### config.mk
export PLATFORM = sky130hd
export DESIGN_NAME = kernel_window_ctrl
export DESIGN_NICKNAME = d
export VERILOG_FILES = /design/src/rtl/kernel_window_ctrl.sv
export SDC_FILE = /design/constraint.sdc
export NUM_CORES = 1
export LEC_CHECK = 0
export ABC_CLOCK_PERIOD_IN_PS = 2340
export BUFFER_PORTS_ARGS = -buffer_cell sky130_fd_sc_hd__clkbuf_2
export CAP_MARGIN = 30
export CORE_AREA = 2 2 82 143
export DETAILED_ROUTE_END_ITERATION = 10
export DIE_AREA = 0 0 84 145
export GPL_TIMING_DRIVEN = 0
export HOLD_SLACK_MARGIN = 0.06
export SKIP_CTS_REPAIR_TIMING = 1
export SYNTH_ARGS = -nofsm -noshare
export SYNTH_HDL_FRONTEND = slang
export SYNTH_SLANG_ARGS = --single-unit
### constraint.sdc
create_clock -name i_clk -period 2.34 [get_ports i_clk]
set_input_delay 0.117 -clock i_clk [delete_from_list [all_inputs] [get_ports i_clk]]
set_output_delay 0.117 -clock i_clk [all_outputs]
set_load 0.02 [all_outputs]
### src/rtl/kernel_window_ctrl.sv
// rtl/kernel_window_ctrl.sv - frame/line/pixel sequencer for the KxK line-buffer kernel datapath
module kernel_window_ctrl #(
    parameter int ADDR_W = 11,
    parameter int ROW_W  = 11,
    parameter int K      = 5
) (
    input  logic              i_clk,
    input  logic              i_rst,
    input  logic              i_rx_dv,
    input  logic              i_rx_hs,
    input  logic              i_rx_vs,
    output logic [ADDR_W-1:0] o_buf_addr,
    output logic              o_buf_we,
    output logic              o_shift_en,
    output logic              o_kernel_valid,
    output logic [ADDR_W-1:0] o_center_x,
    output logic [ROW_W-1:0]  o_center_y,
    output logic              o_frame_start,
    output logic              o_line_end,
    output logic [ADDR_W:0]   o_line_len,
    output logic              o_err_len,
    output logic              o_err_ovf,
    output logic [1:0]        o_state
);

    localparam int HALF = K / 2;
    localparam logic [ADDR_W-1:0] COL_KM1  = ADDR_W'(K - 1);
    localparam logic [ADDR_W-1:0] COL_HALF = ADDR_W'(HALF);
    localparam logic [ROW_W-1:0]  ROW_KM1  = ROW_W'(K - 1);
    localparam logic [ROW_W-1:0]  ROW_HALF = ROW_W'(HALF);

    typedef enum logic [1:0] {
        WAIT_FRAME = 2'd0,
        H_BLANK    = 2'd1,
        ACTIVE     = 2'd2
    } state_t;

    state_t              r_state;
    logic                r_vs_d;
    logic                r_dv_d;
    logic [ADDR_W:0]     r_cnt;     // pixels seen in the current line, saturating
    logic [ROW_W-1:0]    r_row;

    // Lines are delimited by dv alone; hsync is deliberately ignored.
    logic w_unused;
    assign w_unused = i_rx_hs;

    logic              w_vs_rise;
    logic              w_line_end;
    logic              w_pix;
    logic              w_line_start;
    logic [ADDR_W:0]   w_cnt_cur;
    logic [ADDR_W:0]   w_cnt_next;
    logic [ROW_W-1:0]  w_row_cur;
    logic              w_ovf_pix;
    logic [ADDR_W-1:0] w_col;
    logic              w_kv;

    // A vs rise restarts the frame first, so a pixel in the same cycle is col 0 of row 0.
    assign w_vs_rise    = i_rx_vs & ~r_vs_d;
    assign w_line_end   = (r_state == ACTIVE) & r_dv_d & ~i_rx_dv & ~w_vs_rise;
    assign w_pix        = i_rx_dv & ((r_state != WAIT_FRAME) | w_vs_rise);
    assign w_line_start = w_vs_rise | (r_state != ACTIVE);
    assign w_cnt_cur    = w_line_start ? '0 : r_cnt;
    assign w_cnt_next   = (&w_cnt_cur) ? w_cnt_cur : w_cnt_cur + 1'b1;
    assign w_row_cur    = w_vs_rise ? '0 : r_row;
    assign w_ovf_pix    = w_cnt_cur[ADDR_W];
    assign w_col        = w_ovf_pix ? {ADDR_W{1'b1}} : w_cnt_cur[ADDR_W-1:0];
    assign w_kv         = w_pix & ~w_ovf_pix & (w_col >= COL_KM1) & (w_row_cur >= ROW_KM1);
    assign o_state      = r_state;

    // Sequencer FSM with all outputs registered one cycle after the sampled pixel.
    always_ff @(posedge i_clk or posedge i_rst) begin
        if (i_rst) begin
            r_state        <= WAIT_FRAME;
            r_vs_d         <= 1'b0;
            r_dv_d         <= 1'b0;
            r_cnt          <= '0;
            r_row          <= '0;
            o_buf_addr     <= '0;
            o_buf_we       <= 1'b0;
            o_shift_en     <= 1'b0;
            o_kernel_valid <= 1'b0;
            o_center_x     <= '0;
            o_center_y     <= '0;
            o_frame_start  <= 1'b0;
            o_line_end     <= 1'b0;
            o_line_len     <= '0;
            o_err_len      <= 1'b0;
            o_err_ovf      <= 1'b0;
        end else begin
            r_vs_d         <= i_rx_vs;
            r_dv_d         <= i_rx_dv;
            o_frame_start  <= w_vs_rise;
            o_line_end     <= w_line_end;
            o_buf_we       <= w_pix;
            o_shift_en     <= w_pix;
            o_kernel_valid <= w_kv;

            if (w_vs_rise) begin
                r_state   <= H_BLANK;
                r_row     <= '0;
                r_cnt     <= '0;
                o_err_len <= 1'b0;
                o_err_ovf <= 1'b0;
            end else if (w_line_end) begin
                r_state    <= H_BLANK;
                o_line_len <= r_cnt;
                if ((r_row != '0) && (r_cnt != o_line_len))
                    o_err_len <= 1'b1;
                if (~&r_row)
                    r_row <= r_row + 1'b1;
            end

            // Pixel handling follows frame restart so it sees the cleared position.
            if (w_pix) begin
                r_state    <= ACTIVE;
                o_buf_addr <= w_col;
                r_cnt      <= w_cnt_next;
                if (w_ovf_pix)
                    o_err_ovf <= 1'b1;
            end

            if (w_kv) begin
                o_center_x <= w_col - COL_HALF;
                o_center_y <= w_row_cur - ROW_HALF;
            end
        end
    end

endmodule
After elaboration in Yosys (flattened, before gate mapping)
Index checks and enable logic that the tools add are counted.

Register bits: 78. Input port bits: 5. Output and inout port bits: 54. Word-level logic and storage cells: 69.

Add/sub/neg operators: 4. Magnitude comparators: 2. Eq/ne operators: 4. Muxes and demuxes: 18. Bitwise operators: 14. Reduce and logical (&&, ||, !) cells: 12.

Operators with widths (count): $mux W11 (5); $mux W12 (4); $ge A11 B3 Y1 const B (2); $sub A11 B2 Y11 const B (2); $add A12 B1 Y12 const B (1); $ne A12 B12 Y1 (1); $reduce_and A12 Y1 (1); $add A11 B1 Y11 const B (1); $reduce_and A11 Y1 (1); $reduce_bool A11 Y1 (1); $and A1 B1 Y1 (8); $reduce_bool A2 Y1 (4); $mux W1 (6); $mux W2 (3); $reduce_and A2 Y1 (3); $ne A2 B2 Y1 const B (2); $not A1 Y1 (4); $reduce_bool A3 Y1 (1); $eq A2 B2 Y1 const B (1); $or A1 B1 Y1 (2); $logic_and A1 B1 Y1 (1).

Longest topological paths before layout
Gate-level depths: netlist (run 1).

Depth in word-level cells: 8. Gate-level depth with buffers: 11. Mapped depth without buffers: 8.

Worst setup path after synthesis (run 1)
No wires, ideal clock.

Path type: flip-flop to flip-flop. Start point: reg r_state[0] (netlist: o_state[0]). End point: reg o_center_x[7]. Setup time: 0.083 ns. Arrival: 2.290 ns. Required time: 2.257 ns. Slack: -0.033 ns. Stages on the path, launching flop included: 12. Path buffers: 3. Period minus slack after synthesis: 2.373 ns. Cell sequence: dfrtp_1 > clkbuf_2 > nor2b_4 > and2_1 > clkbuf_1 > clkbuf_1 > o21ai_0 > ha_1 > and2_1 > a31oi_1 > o32ai_1 > o21ai_0.

Cells in the longest elaborated chain, start to end: 7. Elaborated cells on any way between the ends: 13. Classes of those cells: add/sub: 1; order compare: 1; eq/ne: 1; mux: 2; bitwise: 7; reduce/logical: 1.

RTL lines: start: declaration (RTL line 38) `state_t r_state;`; start signal: assignment (RTL line 75) `r_state <= WAIT_FRAME;`; start signal: assignment (RTL line 101) `r_state <= H_BLANK;`; start signal: assignment (RTL line 107) `r_state <= H_BLANK;`; $ne A2 B2 Y1 (RTL line 63) `assign w_line_start = w_vs_rise | (r_state != ACTIVE);`; $or A1 B1 Y1 (RTL line 63); $mux W12 (RTL line 64) `assign w_cnt_cur = w_line_start ? '0 : r_cnt;`; $mux W11 / $not A1 Y1 (equally long branches) (RTL line 68, 69); $ge A11 B3 Y1 / $and A1 B1 Y1 (equally long branches) (RTL line 69) `assign w_kv = w_pix & ~w_ovf_pix & (w_col >= COL_KM1) & (w_row_cur >= ROW_KM1);`; $and A1 B1 Y1 (2 in a row) (RTL line 69); end signal: assignment (RTL line 125) `o_center_x <= w_col - COL_HALF;`; end: declaration (RTL line 16) `output logic [ADDR_W-1:0] o_center_x,`.

Parallel ways exist; a longest one is shown, timed or not. A chain may end at the register's enable or synchronous reset.

Worst setup path after layout (run 1)
Start point: reg r_row[6]. End point: reg o_center_x[1].

Cells in the longest elaborated chain, start to end: 3.

RTL lines: start: declaration (RTL line 42) `logic [ROW_W-1:0] r_row;`; start signal: assignment (RTL line 112) `r_row <= r_row + 1'b1;`; $mux W11 (RTL line 66) `assign w_row_cur = w_vs_rise ? '0 : r_row;`; $ge A11 B3 Y1 (RTL line 69); $and A1 B1 Y1 (RTL line 69).

Every way passes these cells.

==> impl_metrics.py, run 1 <==
metrics = {
    "worst_setup_path": {
        "cp-end-kind": "flip-flop",
        "worst-r2r-setup-slack_ps": 70,
        "critical_path.reg2reg.endpoint": "o_center_x[1]",
        "max_stage_delay_ps": 540,
        "r2r_start": "r_row[6]",
        "cpMaxStageDelayCell": "or4_4",
        "cp_common_cell": "or4_4",
        "crit_type": "reg -> reg",
        "crit_arrival_ps": 2500,
        "cp.required_ps": 2570,
        "crit_family": "simple AND/OR/NAND/NOR gates",
        "critPathMaxFanout": 6,
        "worst-path-buf-inv": 2,
        "start_kind": "flip-flop",
        "path_cells": "or4_4 > buf_6 > nor4b_4 > or4_4 > buf_4 > mux2_2",
        "reg2regPathDepth": 6,
    },
    "global_route": {
        "grt_pass1_vias": 3447,
        "grt_max_degree": 66,
        "met3_usage_pct": 3.30,
        "antenna_found_initial": 0,
        "use_met2_pct": 32.2,
        "grt_usage_pct": 18.2,
        "grt-ovfl-total": 0,
        "top_usage_layer": "met2",
        "use_met1_pct": 21.1,
        "grt_pass1_wl_um": 17600,
    },
    "routing": {
        "via_per_inst": 5.52,
        "wl_per_cell_um": 17.1,
        "drc": 0,
        "ant_nets": 0,
        "first_pass_iters": 5,
        "drtIter0Drc": 239,
        "wirelength_um": 11000,
        "num_vias": 3574,
    },
    "layout": {
        "fin_nets": 520,
        "diodes": 0,
        "final_util_pct": 46.6,
        "area_delta_synth_final_pct": 26.1,
        "final_layout_size_suffix_gt1_share_pct": 27.8,
    },
    "power_and_ir_drop": {
        "clockPowerShare_pct": 44.9,
        "switching_share_pct": 26.1,
        "p_comb_share_pct": 15.4,
        "p_leak_nw": 2.50,
        "vdd_drop_max_v": 0.000417,
        "power.switching_w": 0.00100,
        "powerDensity_nw_per_um2": 743,
        "pwr-share-seq_pct": 39.6,
        "p_int_w": 0.00283,
    },
    "synthesis": {
        "netlist_area_um2": 4080,
        "yosys.area.top_type": "dfrtp_1",
        "synth_fp_nets": 438,
        "synth.most_common_cell": "dfrtp_1",
        "ys_types": 55,
        "ys_warn_count": 0,
        "ys_ff_latch": 78,
        "synth-edff-count": 0,
        "postSynthAreaPerCell_um2": 9.54,
        "yosys_most_used_dff": "dfrtp_1",
        "synth_top_cells_by_count": "78 x dfrtp_1, 54 x nand2_1, 31 x nor2_1",
        "synth_top_area_share_pct": 47.8,
        "synth_area_leaders": "dfrtp_1 48%, nand2_1 5.0%, xnor2_1 4.3%",
        "synth-async-reset-ratio_pct": 100,
        "yosysSeqAreaShare_pct": 47.8,
        "syn_inst": 428,
    },
    "hold_path": {
        "hold_path_class": "in -> async",
    },
    "clock_network": {
        "cts_buffers": 9,
        "cts_root_buf": "clkbuf_16",
        "htreeDepth": 3,
        "insertion_delay_ps": 340,
        "clockBufferDepth": 2,
        "clk_pin_slew_ps": 60,
        "cts_tree": "yes",
        "clock-sinks": 78,
    },
    "placement": {
        "pre_cts_slack_ps": -310,
        "gp_congestion": 0.876,
        "dpl.hpwl_um": 7780,
        "numPortBuffers": 57,
    },
    "sta": {
        "maxSlewHeadroom_pct": 47.9,
        "worst_pin_slew_ps": 776,
        "fmax_mhz": 440,
        "slew_violations": 0,
        "final-setup-viol-count": 0,
        "fin_skew_ps": 5.13,
        "worst_slack_ps": 68.6,
        "hold_viol_final": 0,
        "fin_crit_sh_pct": 97.1,
        "fin_crit_ps": 2270,
    },
    "floorplanning": {
        "ios": 59,
        "die_area_um2": 12200,
        "rows": 51,
        "start_util_pct": 37.0,
        "die_h_um": 145,
        "die_w_um": 84,
        "core_um2": 11000,
    },
    "outcome": {
        "status": "complete, no violations",
    },
    "flow_run": {
        "timing.max_cap.violations": 0,
    },
}
worst min-delay path, cell delays in order:
cell,delay [ps]
dlygate4sd3_1,540
clkbuf_2,120
inv_4,170
cell families (layout without fill, tap and decap cells):
family                     after synthesis  after routing  share of synthesized area (%)
and+or+nand+nor                        166            166                           21.0
AOI/OAI and AO/OA                       84             84                           13.1
DFF                                     78             78                           47.8
buffers and inverters                   50            137                           5.79
xor gates and xnor gates                28             28                           6.01
muxes                                   17             17                           4.75
adders and majority gates                5              5                           1.53
flip-flops by register name (all words and copies together) (netlist names):
register	flops
o_shift_en	1
r_cnt	12
o_state	2
o_kernel_valid	1
o_frame_start	1
o_err_len	1
o_line_len	12
r_dv_d	1
r_row	11
o_err_ovf	1
o_center_y	11
o_buf_addr	11
o_center_x	11
o_line_end	1
r_vs_d	1
per-layer routing:
layer	share of wire [%]	wire length (µm)
met5	0	0
met4	3.3	364
met3	4.9	542
met2	53	5880
met1	39	4260
area by class of cell:
| type | instances | area, µm² |
|---|---|---|
| Inverter | 9 | 36.3 |
| Sequential cell | 78 | 1960 |
| Clock buffer | 10 | 239 |
| Fill cell | 1091 | 5890 |
| Clock inverter | 6 | 133 |
| Multi-Input combinational cell | 300 | 1940 |
| Timing Repair Buffer | 77 | 478 |
| Tap cell | 132 | 165 |
| Buffer | 35 | 198 |
how the worst max path moves through the flow:
| stage | from | endpoint | slack (ps) | depth (start not counted) |
|---|---|---|---|---|
| floorplan | o_state[0] | o_center_x[7] | 80 | 11 |
| global placement | i_rst | o_line_end | -690 | 2 |
| detailed placement | o_state[0] | o_center_x[7] | -310 | 11 |
| CTS | o_state[0] | o_center_x[7] | -320 | 11 |
| global route | o_state[0] | r_cnt[4] | -20 | 8 |
| finish | r_row[6] | o_center_x[1] | 70 | 6 |
power by group through the flow:
stage | Clock, W | Sequential (W) | Combinational [W]
2_1_floorplan | 0 | 0.00156 | 0.000351
4_1_cts | 0.00175 | 0.00149 | 0.000597
5_1_grt | 0.00182 | 0.00153 | 0.000649
6_report | 0.00172 | 0.00152 | 0.000590
3_3_place_gp | 0 | 0.00151 | 0.000580
3_5_place_dp | 0 | 0.00151 | 0.000592
metrics by stage:
stage	total power [W]	hold slack, ps	cells	instance area, µm²	setup TNS (ps)
floorplan	0.00191	148	428	4080	0
global placement	0.00209	250	617	4530	-56480
detailed placement	0.00210	45.5	618	4560	-3040
CTS	0.00384	-314	634	4940	-3410
global route	0.00400	254	647	5150	-27.6
finish	0.00383	244	647	5150	0
cell usage in the layout (no fill, tap or decap), types with 3 or more instances in the layout:
master / Yosys / routed
buf_6: 2 / 4
and3_1: 8 / 8
clkbuf_16: 0 / 10
a21o_1: 4 / 4
buf_2: 7 / 4
nand2_1: 54 / 54
o31ai_1: 13 / 12
dfrtp_1: 78 / 74
o211ai_1: 6 / 6
nand3_1: 11 / 11
nor2_1: 31 / 30
nand4_1: 14 / 14
nor4_1: 13 / 13
inv_1: 8 / 7
clkbuf_2: 2 / 59
xor2_1: 8 / 8
a31oi_1: 6 / 6
and2_1: 4 / 3
nor3_1: 10 / 10
mux2_2: 15 / 15
dfrtp_2: 0 / 4
clkbuf_1: 21 / 16
dlygate4sd3_1: 0 / 3
or3_1: 4 / 4
bufinv_16: 0 / 4
a21oi_1: 12 / 12
ha_1: 5 / 3
xnor2_1: 20 / 20
o21ai_0: 30 / 28
nand3b_1: 3 / 3
buf_1: 5 / 4
buf_4: 3 / 18
Power figures use the tool's default switching activity.
==> run 2: changes to the inputs <==
==> constraint.sdc (replaced) <==
create_clock -name i_clk -period 2.34 [get_ports i_clk]
set_input_delay 0 -clock i_clk [delete_from_list [all_inputs] [get_ports i_clk]]
set_output_delay 0 -clock i_clk [all_outputs]
set_load 0.02 [all_outputs]
==> impl_metrics.py, run 2 (synthesized netlist as in run 1, its figures left out) <==
metrics = {
    "worst_setup_path": {
        "crit_family": "simple AND/OR/NAND/NOR gates",
        "cp_common_cell": "or4_4",
        "reg2regPathDepth": 6,
        "max_stage_delay_ps": 540,
        "cpMaxStageDelayCell": "or4_4",
        "cp.required_ps": 2560,
        "critPathLaunch": "r_row[6]",
        "crit_arrival_ps": 2490,
        "r2r_start": "r_row[6]",
        "crit_type": "reg -> reg",
        "cp-end-kind": "flip-flop",
        "cp.depth": 6,
        "path_cells": "or4_4 > buf_6 > nor4b_4 > or4_4 > buf_4 > mux2_2",
        "start_kind": "flip-flop",
        "critPathMaxFanout": 6,
        "worst-path-buf-inv": 2,
    },
    "floorplanning": {
        "start_util_pct": 37.0,
        "die_area_um2": 12200,
        "core_um2": 11000,
        "ios": 59,
        "die_w_um": 84,
        "rows": 51,
        "die_h_um": 145,
    },
    "sta": {
        "worst_slack_ps": 69.7,
        "maxSlewHeadroom_pct": 46.8,
        "hold_viol_final": 0,
        "fin_crit_sh_pct": 97.0,
        "fin_skew_ps": 4.76,
        "worst_pin_slew_ps": 791,
        "fin_crit_ps": 2270,
        "fmax_mhz": 440,
        "slew_violations": 0,
        "whs_ps": 127,
        "final-setup-viol-count": 0,
    },
    "layout": {
        "fin_nets": 520,
        "final_util_pct": 46.6,
        "top_regs": "o_line_len x12, r_cnt x12",
        "layout_commonest_cell": "dfrtp_1",
        "diodes": 0,
        "final_cell_mix": "74 x dfrtp_1, 59 x clkbuf_2, 54 x nand2_1",
        "area_delta_synth_final_pct": 26.1,
        "final_layout_size_suffix_gt1_share_pct": 27.8,
    },
    "global_route": {
        "grt_max_degree": 66,
        "grt-ovfl-total": 0,
        "grt_pass1_wl_um": 17600,
        "antenna_found_initial": 0,
        "grt_usage_pct": 18.2,
        "grt_pass1_vias": 3447,
    },
    "routing": {
        "wl_met3_um": 585,
        "ant_nets": 0,
        "first_pass_iters": 5,
        "via_per_inst": 5.59,
        "drc": 0,
        "route.met2.wl_um": 5870,
        "wl_per_cell_um": 17.1,
        "drt-met1-wl_um": 4230,
        "highest_layer": "met4",
        "num_vias": 3617,
        "wirelength_um": 11100,
        "drtIter0Drc": 237,
    },
    "power_and_ir_drop": {
        "pwr-share-seq_pct": 39.7,
        "clockPowerShare_pct": 44.9,
        "p_total_w": 0.00383,
        "powerDensity_nw_per_um2": 743,
        "p_int_w": 0.00283,
        "p_comb_share_pct": 15.4,
        "power.switching_w": 0.00100,
        "p_leak_nw": 2.50,
        "vdd_drop_max_v": 0.000417,
        "switching_share_pct": 26.1,
    },
    "placement": {
        "pre_cts_slack_ps": -310,
        "dpl.hpwl_um": 7780,
        "gp_congestion": 0.876,
        "numPortBuffers": 57,
    },
    "clock_network": {
        "clk_pin_slew_ps": 60,
        "insertion_delay_ps": 340,
        "clockBufferDepth": 2,
        "clock-sinks": 78,
        "htreeDepth": 3,
        "cts_root_buf": "clkbuf_16",
        "cts_buffers": 9,
        "cts_tree": "yes",
    },
    "flow_run": {
        "timing.max_cap.violations": 0,
    },
    "hold_path": {
        "hold_path_class": "in -> async",
    },
    "outcome": {
        "status": "complete, no violations",
    },
}
## run 2: cell counts in the layout (fill, tap and decap cells not counted)
Identical to the previous run, type by type.
## run 2: final timing paths
check | slack (ps) | to
setup / recovery | 70 | o_center_x[1]
hold / removal | 130 | o_center_y[5]
setup reg to reg | 70 | o_center_x[1]
hold reg to reg | 460 | o_buf_addr[4]
max in group asynchronous | 1630 | o_state[0]
min in group i_clk | 330 | r_vs_d
## run 2: worst reg2reg max path, delay by kind of cell, from the launching register on
family                 cells  cell delay (ps)
buffers and inverters      2              270
multiplexers               1              320
flip-flops                 1              440
AND/OR/NAND/NOR            3             1130
## run 2: cell type report
class / instances / area, µm²
clock inverter: 6 / 133
timing repair buffer: 77 / 478
buffer: 35 / 198
sequential: 78 / 1960
multi-input combinational: 300 / 1940
clock buffer: 10 / 239
tap: 132 / 165
inverter: 9 / 36.3
fill: 1090 / 5890
## run 2: stage by stage
step / instance area [µm²] / TNS [ps] / std cells
5_1_grt: 5150 / -27.6 / 647
3_5_place_dp: 4560 / -3040 / 618
2_1_floorplan: 4080 / 0 / 428
3_3_place_gp: 4530 / -47350 / 617
4_1_cts: 4940 / -3410 / 634
6_report: 5150 / 0 / 647
## run 2: power groups by stage
stage	clock network [W]	registers (W)	logic (W)
6_report	0.00172	0.00152	0.000590
5_1_grt	0.00182	0.00153	0.000649
4_1_cts	0.00175	0.00149	0.000597
3_5_place_dp	0	0.00151	0.000592
3_3_place_gp	0	0.00151	0.000580
2_1_floorplan	0	0.00156	0.000351
## run 2: layer usage
metal  global-route usage (%)  vias up
met2                     32.2      160
li1                         -     1685
met1                     21.1     1724
met4                     8.23        0
met3                     3.30       48
met5                        0        -
